$ cat src/rtl/lock_pkg.sv
// Shared types and widths for the keypad lock: entry FSM states, digit/position widths,
// and the default primary/secondary code lengths.
package lock_pkg;
  localparam int DIGIT_W     = 4;
  localparam int POS_W       = 3;
  localparam int DEF_PRI_LEN = 4;
  localparam int DEF_SEC_LEN = 5;

  typedef enum logic [2:0] {
    ENTRY,
    EVAL,
    VERDICT,
    OPEN,
    LOCKOUT
  } state_t;
endpackage

$ cat src/rtl/lock_timer.sv
// Load / count-down / done timer. done is high while the count is zero,
// so a load of N-1 followed by N enabled cycles ends with done asserted.
module lock_timer #(
  parameter int W = 4
) (
  input  logic         clk,
  input  logic         rst,
  input  logic         load,
  input  logic [W-1:0] load_val,
  input  logic         en,
  output logic         done
);
  logic [W-1:0] cnt;

  always_ff @(posedge clk) begin
    if (rst) cnt <= '0;
    else if (load) cnt <= load_val;
    else if (en && cnt != '0) cnt <= cnt - 1'b1;
  end

  assign done = (cnt == '0);
endmodule

$ cat src/rtl/code_entry_seq.sv
// Keypad entry sequencer: presents digits to the comparator bank, accumulates verdicts,
// tracks failures/alarm/lockout. Optional inter-digit timeout under CODE_TIMEOUT_EN.
module code_entry_seq
  import lock_pkg::*;
#(
  parameter int PRI_LEN        = DEF_PRI_LEN,
  parameter int SEC_LEN        = DEF_SEC_LEN,
  parameter int MAX_TRIES      = 3,
  parameter int OPEN_CYCLES    = 8,
  parameter int LOCK_CYCLES    = 16,
  parameter int TIMEOUT_CYCLES = 32
) (
  input  logic               clk,
  input  logic               rst,
  input  logic               key_valid_i,
  input  logic [DIGIT_W-1:0] key_code_i,
  input  logic               key_clr_i,
  output logic               key_ready_o,
  input  logic               match_i,
  output logic [DIGIT_W-1:0] digit_o,
  output logic [POS_W-1:0]   pos_o,
  output logic               alarm_o,
  output logic               unlock_o,
  output logic               lockout_o,
  output logic [1:0]         fail_cnt_o,
  output state_t             state_o
);
  localparam int OW = (OPEN_CYCLES > 1) ? $clog2(OPEN_CYCLES) : 1;
  localparam int LW = (LOCK_CYCLES > 1) ? $clog2(LOCK_CYCLES) : 1;

  state_t             state, state_nx;
  logic [POS_W-1:0]   pos_q, pos_nx;
  logic [DIGIT_W-1:0] digit_q, digit_nx;
  logic               err_q, err_nx;
  logic [1:0]         fail_q, fail_nx;
  logic               alarm_q, alarm_nx;
  logic               open_done, lock_done, timed_out;
  logic               tmr_load, to_load;
  logic [POS_W-1:0]   last_pos;

  assign last_pos = alarm_q ? POS_W'(SEC_LEN - 1) : POS_W'(PRI_LEN - 1);

  always_ff @(posedge clk) begin
    if (rst) begin
      state   <= ENTRY;
      pos_q   <= '0;
      digit_q <= '0;
      err_q   <= 1'b0;
      fail_q  <= '0;
      alarm_q <= 1'b0;
    end else begin
      state   <= state_nx;
      pos_q   <= pos_nx;
      digit_q <= digit_nx;
      err_q   <= err_nx;
      fail_q  <= fail_nx;
      alarm_q <= alarm_nx;
    end
  end

  // Handshake: key_valid_i is a one-cycle strobe taken only while key_ready_o is high;
  // strobes seen while key_ready_o is low are dropped, never held for later.
  always_comb begin
    state_nx    = state;
    pos_nx      = pos_q;
    digit_nx    = digit_q;
    err_nx      = err_q;
    fail_nx     = fail_q;
    alarm_nx    = alarm_q;
    key_ready_o = 1'b0;
    tmr_load    = 1'b0;
    to_load     = 1'b0;
    case (state)
      ENTRY: begin
        key_ready_o = 1'b1;
        if (key_clr_i) begin
          pos_nx = '0;
          err_nx = 1'b0;
        end else if (timed_out) begin
          err_nx   = 1'b1;
          state_nx = VERDICT;
        end else if (key_valid_i) begin
          digit_nx = key_code_i;
          state_nx = EVAL;
        end
      end
      EVAL: begin
        to_load = 1'b1;
        if (key_clr_i) begin
          pos_nx   = '0;
          err_nx   = 1'b0;
          state_nx = ENTRY;
        end else begin
          err_nx = err_q | ~match_i;
          if (pos_q == last_pos) state_nx = VERDICT;
          else begin
            pos_nx   = pos_q + 1'b1;
            state_nx = ENTRY;
          end
        end
      end
      VERDICT: begin
        tmr_load = 1'b1;
        pos_nx   = '0;
        err_nx   = 1'b0;
        if (!err_q) begin
          fail_nx  = '0;
          alarm_nx = 1'b0;
          state_nx = OPEN;
        end else if (!alarm_q) begin
          // The failure that reaches MAX_TRIES flips to alarm instead of being displayed.
          if (fail_q == 2'(MAX_TRIES - 1)) begin
            alarm_nx = 1'b1;
            fail_nx  = '0;
          end else begin
            fail_nx = fail_q + 1'b1;
          end
          state_nx = ENTRY;
        end else begin
          state_nx = LOCKOUT;
        end
      end
      OPEN:    if (open_done) state_nx = ENTRY;
      LOCKOUT: if (lock_done) state_nx = ENTRY;
      default: state_nx = ENTRY;
    endcase
  end

  lock_timer #(.W(OW)) u_open_tmr (
    .clk      (clk),
    .rst      (rst),
    .load     (tmr_load),
    .load_val (OW'(OPEN_CYCLES - 1)),
    .en       (state == OPEN),
    .done     (open_done)
  );

  lock_timer #(.W(LW)) u_lock_tmr (
    .clk      (clk),
    .rst      (rst),
    .load     (tmr_load),
    .load_val (LW'(LOCK_CYCLES - 1)),
    .en       (state == LOCKOUT),
    .done     (lock_done)
  );

`ifdef CODE_TIMEOUT_EN
  localparam int TW = (TIMEOUT_CYCLES > 1) ? $clog2(TIMEOUT_CYCLES) : 1;
  logic to_done;

  // Reloaded on every accepted key; only meaningful once a partial entry exists.
  lock_timer #(.W(TW)) u_idle_tmr (
    .clk      (clk),
    .rst      (rst),
    .load     (to_load),
    .load_val (TW'(TIMEOUT_CYCLES - 1)),
    .en       (state == ENTRY),
    .done     (to_done)
  );

  assign timed_out = (state == ENTRY) && (pos_q != '0) && !key_valid_i && to_done;
`else
  logic unused_to;
  assign unused_to = to_load ^ (TIMEOUT_CYCLES != 0);
  assign timed_out = 1'b0;
`endif

  assign digit_o    = digit_q;
  assign pos_o      = pos_q;
  assign alarm_o    = alarm_q;
  assign fail_cnt_o = fail_q;
  assign unlock_o   = (state == OPEN);
  assign lockout_o  = (state == LOCKOUT);
  assign state_o    = state;
endmodule

$ cat config.mk
export PLATFORM = sky130hd
export DESIGN_NAME = code_entry_seq
export DESIGN_NICKNAME = d
export VERILOG_FILES = /design/src/rtl/lock_pkg.sv /design/src/rtl/lock_timer.sv /design/src/rtl/code_entry_seq.sv
export SDC_FILE = /design/constraint.sdc
export NUM_CORES = 1
export LEC_CHECK = 0
export ABC_AREA = 1
export CORE_MARGIN = 3
export CORE_UTILIZATION = 40
export DETAILED_ROUTE_END_ITERATION = 6
export PLACE_DENSITY = 0.69
export SLEW_MARGIN = 20
export SYNTH_ARGS = -nofsm -noshare
export SYNTH_HDL_FRONTEND = slang
export SYNTH_HIERARCHICAL = 1
export SYNTH_SLANG_ARGS = --single-unit
$ cat constraint.sdc
create_clock -name clk -period 1.7 [get_ports clk]
set_input_delay 0.34 -clock clk [delete_from_list [all_inputs] [get_ports clk]]
set_output_delay 0.34 -clock clk [all_outputs]
set_load 0.01 [all_outputs]
# Yosys cells after proc, flatten, opt, wreduce, memory -nomap -nowiden
# Cells that the tools add are included.
# classes
order_cmp,0
n_mux,29
n_eq_ne,13
addsub,4
n_div,0
shift,0
multipliers,0
n_bitwise,3
reduce_logical,15
# op_table
operator,n
$mux 3,12
$pmux 3 s5,1
$ne 2x2->1 const B,6
$mux 2,5
$pmux 3 s3,1
$mux 4,2
$mux 1,7
$eq 3x2->1 const B,2
$logic_not 3->1,2
$reduce_and 3->1,2
$reduce_bool 3->1,2
$logic_not 4->1,1
$reduce_and 2->1,2
$reduce_and 4->1,1
$reduce_bool 2->1,2
$reduce_bool 4->1,1
$sub 4x1->4 const B,1
$add 3x1->3 const B,1
$eq 3x1->1 const B,1
$eq 3x3->1,1
$eq 3x3->1 const B,1
$ne 3x3->1 const B,1
$pmux 1 s3,1
$sub 3x1->3 const B,1
5 further kinds,7
# totals
out_inout_bits,16
latchBits,0
ff_bits,21
ramBits,0
elab_cells,72
rom_bits,0
inputBits,9
memories,0

# Longest topological paths before layout
# logic_depth
ltp_word,5
ltp_mapped,9
ltp_nobuf,9

# Hierarchy
# Netlist, hierarchy kept.
# modules_own_cells
module,cells_per_inst,area_per_inst_um2,seq_area_each_um2,instances
code_entry_seq,112,773.2,280.3,1
lock_timer (u_lock_tmr),41,274.0,80.1,1
lock_timer (u_open_tmr),34,201.4,60.1,1

# Worst setup path before layout
# OpenSTA, ideal clock, no wires.
# synth_timing
kind,reg-to-reg
from,reg state[2] (netlist: state_o[2])
to,reg u_lock_tmr.cnt[1]
n_path_buf,0
t_arrival_ns,1.331
setup_time_ns,0.116
path_stages_with_launch,8
slack_ns,0.253
required_ns,1.584
period_less_slack_ns,1.447
cell_sequence,dfxtp_1 inv_2 nor3_1 nand2_4 nand2_4 clkinv_2 nor2_1 nor2_1
# synth_between
elab_chain_len,3
word_cells_on_any_way,6
classes_between,eq/ne (2); mux (2); reduce/logical (2)
# synth_rtl
element,line,source
start: declaration,code_entry_seq.sv:31,"state_t state, state_nx;"
start signal: assignment,code_entry_seq.sv:52,state <= state_nx;
$eq 3x3->1,--,
named net lockout_o,code_entry_seq.sv:24,"output logic lockout_o,"
$logic_and 1x1->1,lock_timer.sv:18,else if (en && cnt != '0) cnt <= cnt - 1'b1;
$reduce_bool 2->1 (no line),--,
end signal: assignment,lock_timer.sv:17,else if (load) cnt <= load_val;
end signal: assignment,lock_timer.sv:18,
end: declaration,lock_timer.sv:13,logic [W-1:0] cnt;
# The timed path passes the listed nets, and every way through them passes these cells.
# A chain may end at the register's enable or synchronous reset.

# Worst setup path after layout
# layout_timing
from,reg alarm_q (netlist: alarm_o)
to,out alarm_o
# layout_lines
element,line,source
start: declaration,code_entry_seq.sv:36,"logic alarm_q, alarm_nx;"
start signal: assignment,code_entry_seq.sv:57,alarm_q <= alarm_nx;
end: declaration,code_entry_seq.sv:22,"output logic alarm_o,"
# No word-level cell between the ends.

==> summary.json <==
{
  "clocking": {
    "clk_root_buffer_cell": "clkbuf_4",
    "post-cts-setup-buffer-count": 0,
    "longest_clk_path_bufs": 2,
    "cts.sinks": 21,
    "cts_tree": "yes",
    "tritoncts.num_buffers": 3,
    "clock_latency_ps": 310,
    "clkSlewWorstSetupHoldPaths_ps": 120,
    "cts.htree.levels": 1
  },
  "global_routing": {
    "first_global_vias": 1148,
    "wire_length_of_the_first_global_routing_pass_um": 4830,
    "grt_max_degree": 14,
    "grt_antenna_before_repair": 0,
    "grt.total_usage_pct": 16.9,
    "global_route.overflow_total": 0
  },
  "critical_path": {
    "crit_arrival_ps": 1280,
    "critical_path_required_ps": 1360,
    "critical_path.slowest_cell": "clkdlybuf4s50_1",
    "critical_path_peak_fanout": 4,
    "timing_worst_setup_path_type": "reg2out",
    "r2r-start": "u_lock_tmr/cnt[0]$_SDFFE_PP0P_",
    "critPathCaptureType": "primary output",
    "startpoint": "alarm_o$_SDFFE_PP0N_",
    "critical_path.max_stage_delay_ps": 570,
    "cp_cell_sequence": "clkdlybuf4s50_1",
    "crit_buf_inv": 1,
    "worst_setup_path_start_kind": "flip-flop",
    "reg2reg_depth": 9,
    "r2r_setup_slack_ps": 310,
    "reg2reg_to": "state_o[0]$_SDFFE_PP0P_",
    "family_with_the_most_delay_on_the_worst_path": "buffers and inverters"
  },
  "logic_synthesis": {
    "ys_types": 27,
    "synth_seq_area_share_pct": 33.7,
    "number_of_synthesis_warnings": 6,
    "netlist_area_um2": 1250,
    "synth-seq-cells": 21,
    "avgSynthCellArea_um2": 6.68,
    "synthCells": 187
  },
  "timing": {
    "finalHoldWorstSlack_ps": 484,
    "setup_viol_count_final": 0,
    "max_clock_freq_mhz": 616,
    "layout_min_cycle_time_ps": 1620,
    "layout_worst_path_cycle_share_pct": 95.4,
    "report.final.hold_viol_count": 0,
    "grt_setup_unrepaired": "no",
    "finalSetupTns_ps": 0,
    "number_of_max_slew_violations_in_the_final_report": 0,
    "skew_ps": 0.687
  },
  "power_and_ir_drop": {
    "clockPowerShare_pct": 26.0,
    "p_sw_mw": 0.274,
    "power.static_leakage_nw": 0.786,
    "p_per_area_nw_per_um2": 597,
    "power.internal_mw": 0.696,
    "vdd_drop_max_uv": 384,
    "power_frac_seq_pct": 54.2,
    "p_comb_share_pct": 19.8,
    "power_switching_share_pct": 28.2
  },
  "floorplan": {
    "fp.dieH_um": 61.9,
    "placementRows": 19,
    "core_region_area_um2": 2850,
    "floorplan.die_area_um2": 3830,
    "start_util_pct": 43.8,
    "die-width_um": 61.9,
    "design.portCount": 25
  },
  "detailed_routing": {
    "ant_nets": 0,
    "num_vias": 1179,
    "postRouteWirelength_um": 2610,
    "drt-pass1-iter-count": 4,
    "final_routed_drc_violation_total": 0,
    "route.detailed.vias_per_inst": 4.59,
    "drt_iter0_markers": 68,
    "wl_per_cell_um": 10.1
  },
  "layout": {
    "stdcell_area_um2": 1620,
    "drive_gt1_share_pct": 15.9,
    "fillCellCount": 285,
    "final_net_count": 240,
    "diodes": 0,
    "flow.area_growth_from_synthesis_pct": 30.1
  },
  "placed_design": {
    "buffer_ports.inserted": 24,
    "place_congestion": 0.789,
    "dp_hpwl_um": 2050,
    "postPlaceCellArea_um2": 1590
  },
  "worst_hold_path": {
    "timing.hold.worst_path_depth": 2,
    "hp-class": "reg2reg",
    "hold_end": "fail_cnt_o[1]$_SDFFE_PP0P_",
    "worst_hold_startpoint": "fail_cnt_o[1]$_SDFFE_PP0P_"
  },
  "job": {
    "drv.max_cap_violation_count": 0
  },
  "outcome": {
    "run_status": "complete, no violations"
  }
}
-- logic make-up after synthesis --
logic type,synth area share (%)
buf+inv,11.4
flops,33.7
xor+xnor,0.702
simple gates,38.6
fa+ha+maj,4.01
other cells,0.300
compound gates,11.3
-- timing repair --
| item | in CTS | in global routing |
|---|---|---|
| hold buffers | 0 | 0 |
| endpoints found under the setup margin | 5 | 4 |
| gates resized for setup | 7 | 4 |
-- Yosys cell counts --
library cell,n,area [um^2]
nor2_4,1,11.3
a21oi_4,1,16.3
clkinv_2,1,5.00
nand2_4,3,33.8
nor2_2,4,25.0
bufinv_8,1,17.5
a211oi_1,1,7.51
ha_1,4,50.1
nor2_1,27,101
nand2_1,44,165
xor2_1,1,8.76
nand3_2,1,10.0
nor3_1,3,15.0
nand3_1,14,70.1
conb_1,1,3.75
dfxtp_1,21,420
inv_2,5,18.8
a21oi_2,2,17.5
nand3_4,1,17.5
nand2_2,3,18.8
nand3b_1,1,7.51
a21oi_1,6,30.0
o21ai_0,11,55.1
o22ai_1,1,6.26
o21ai_2,1,8.76
inv_1,27,101
or2_0,1,6.26
-- placed cells by master (no fill, tap or decap), types with 2 or more instances in the layout --
cell type	count
inv_1	27
conb_1	7
ha_1	4
a21oi_2	2
nand3_1	14
a21oi_1	6
nor2_2	4
o21ai_0	11
nor3_1	3
dfxtp_1	17
dfxtp_4	2
nand2_2	3
dlygate4sd2_1	2
nand2_1	44
clkbuf_4	3
dfxtp_2	2
nor2_1	27
inv_2	5
buf_4	5
clkdlybuf4s50_1	20
nand2_4	3
-- worst max-delay path by stage --
stage / endpoint / depth (start not counted)
after floorplan: u_lock_tmr/cnt[1]$_SDFFE_PP0P_ / 7
after global placement: pos_o[1]$_SDFFE_PP0P_ / 9
after detailed placement: pos_o[0]$_SDFFE_PP0P_ / 9
after CTS: state_o[2] / 2
after global routing: pos_o[0] / 1
final: alarm_o / 1
-- power groups by stage --
stage	Clock [mW]	Combinational [mW]	Sequential, mW
6_report	0.252	0.192	0.525
5_1_grt	0.287	0.219	0.530
4_1_cts	0.268	0.194	0.525
3_5_place_dp	0	0.194	0.537
3_3_place_gp	0	0.194	0.537
2_1_floorplan	0	0.101	0.543
-- metal layers --
metal / share of wire (%) / vias to the layer above / routed length [um] / global-route usage, %
met5: 0 / - / 0 / 0
met4: 1.8 / 0 / 46 / 5.45
met3: 4.4 / 5 / 114 / 3.31
met2: 44 / 23 / 1160 / 26.6
met1: 49 / 496 / 1290 / 23.3
li1: - / 655 / - / -
-- registers in the layout (all words and copies together) (netlist names) --
| name | count |
|---|---|
| digit_o | 4 |
| u_lock_tmr/cnt | 4 |
| pos_o | 3 |
| state_o | 3 |
| u_open_tmr/cnt | 3 |
| fail_cnt_o | 2 |
| alarm_o | 1 |
| err_q | 1 |
-- area by class of cell --
| cell class | count | area (um^2) | area share [%] |
|---|---|---|---|
| Inverter | 34 | 143 | 8.78 |
| Timing Repair Buffer | 29 | 278 | 17.1 |
| Multi-Input combinational cell | 138 | 708 | 43.6 |
| Tap cell | 31 | 38.8 | 2.39 |
| Sequential cell | 21 | 430 | 26.5 |
| Clock buffer | 4 | 26.3 | 1.62 |
-- per-stage QoR --
| step | setup slack, ps | total power, mW | cells | util (%) |
|---|---|---|---|---|
| final | 77.7 | 0.970 | 257 | 56.9 |
| after global routing | 1.69 | 1.04 | 257 | 56.9 |
| after CTS | 7.65 | 0.987 | 257 | 56.7 |
| after detailed placement | 37.9 | 0.731 | 253 | 55.7 |
| after global placement | 45.3 | 0.730 | 253 | 55.7 |
| after floorplan | 253 | 0.643 | 193 | - |
No activity file was read; power rests on OpenSTA's default activity.
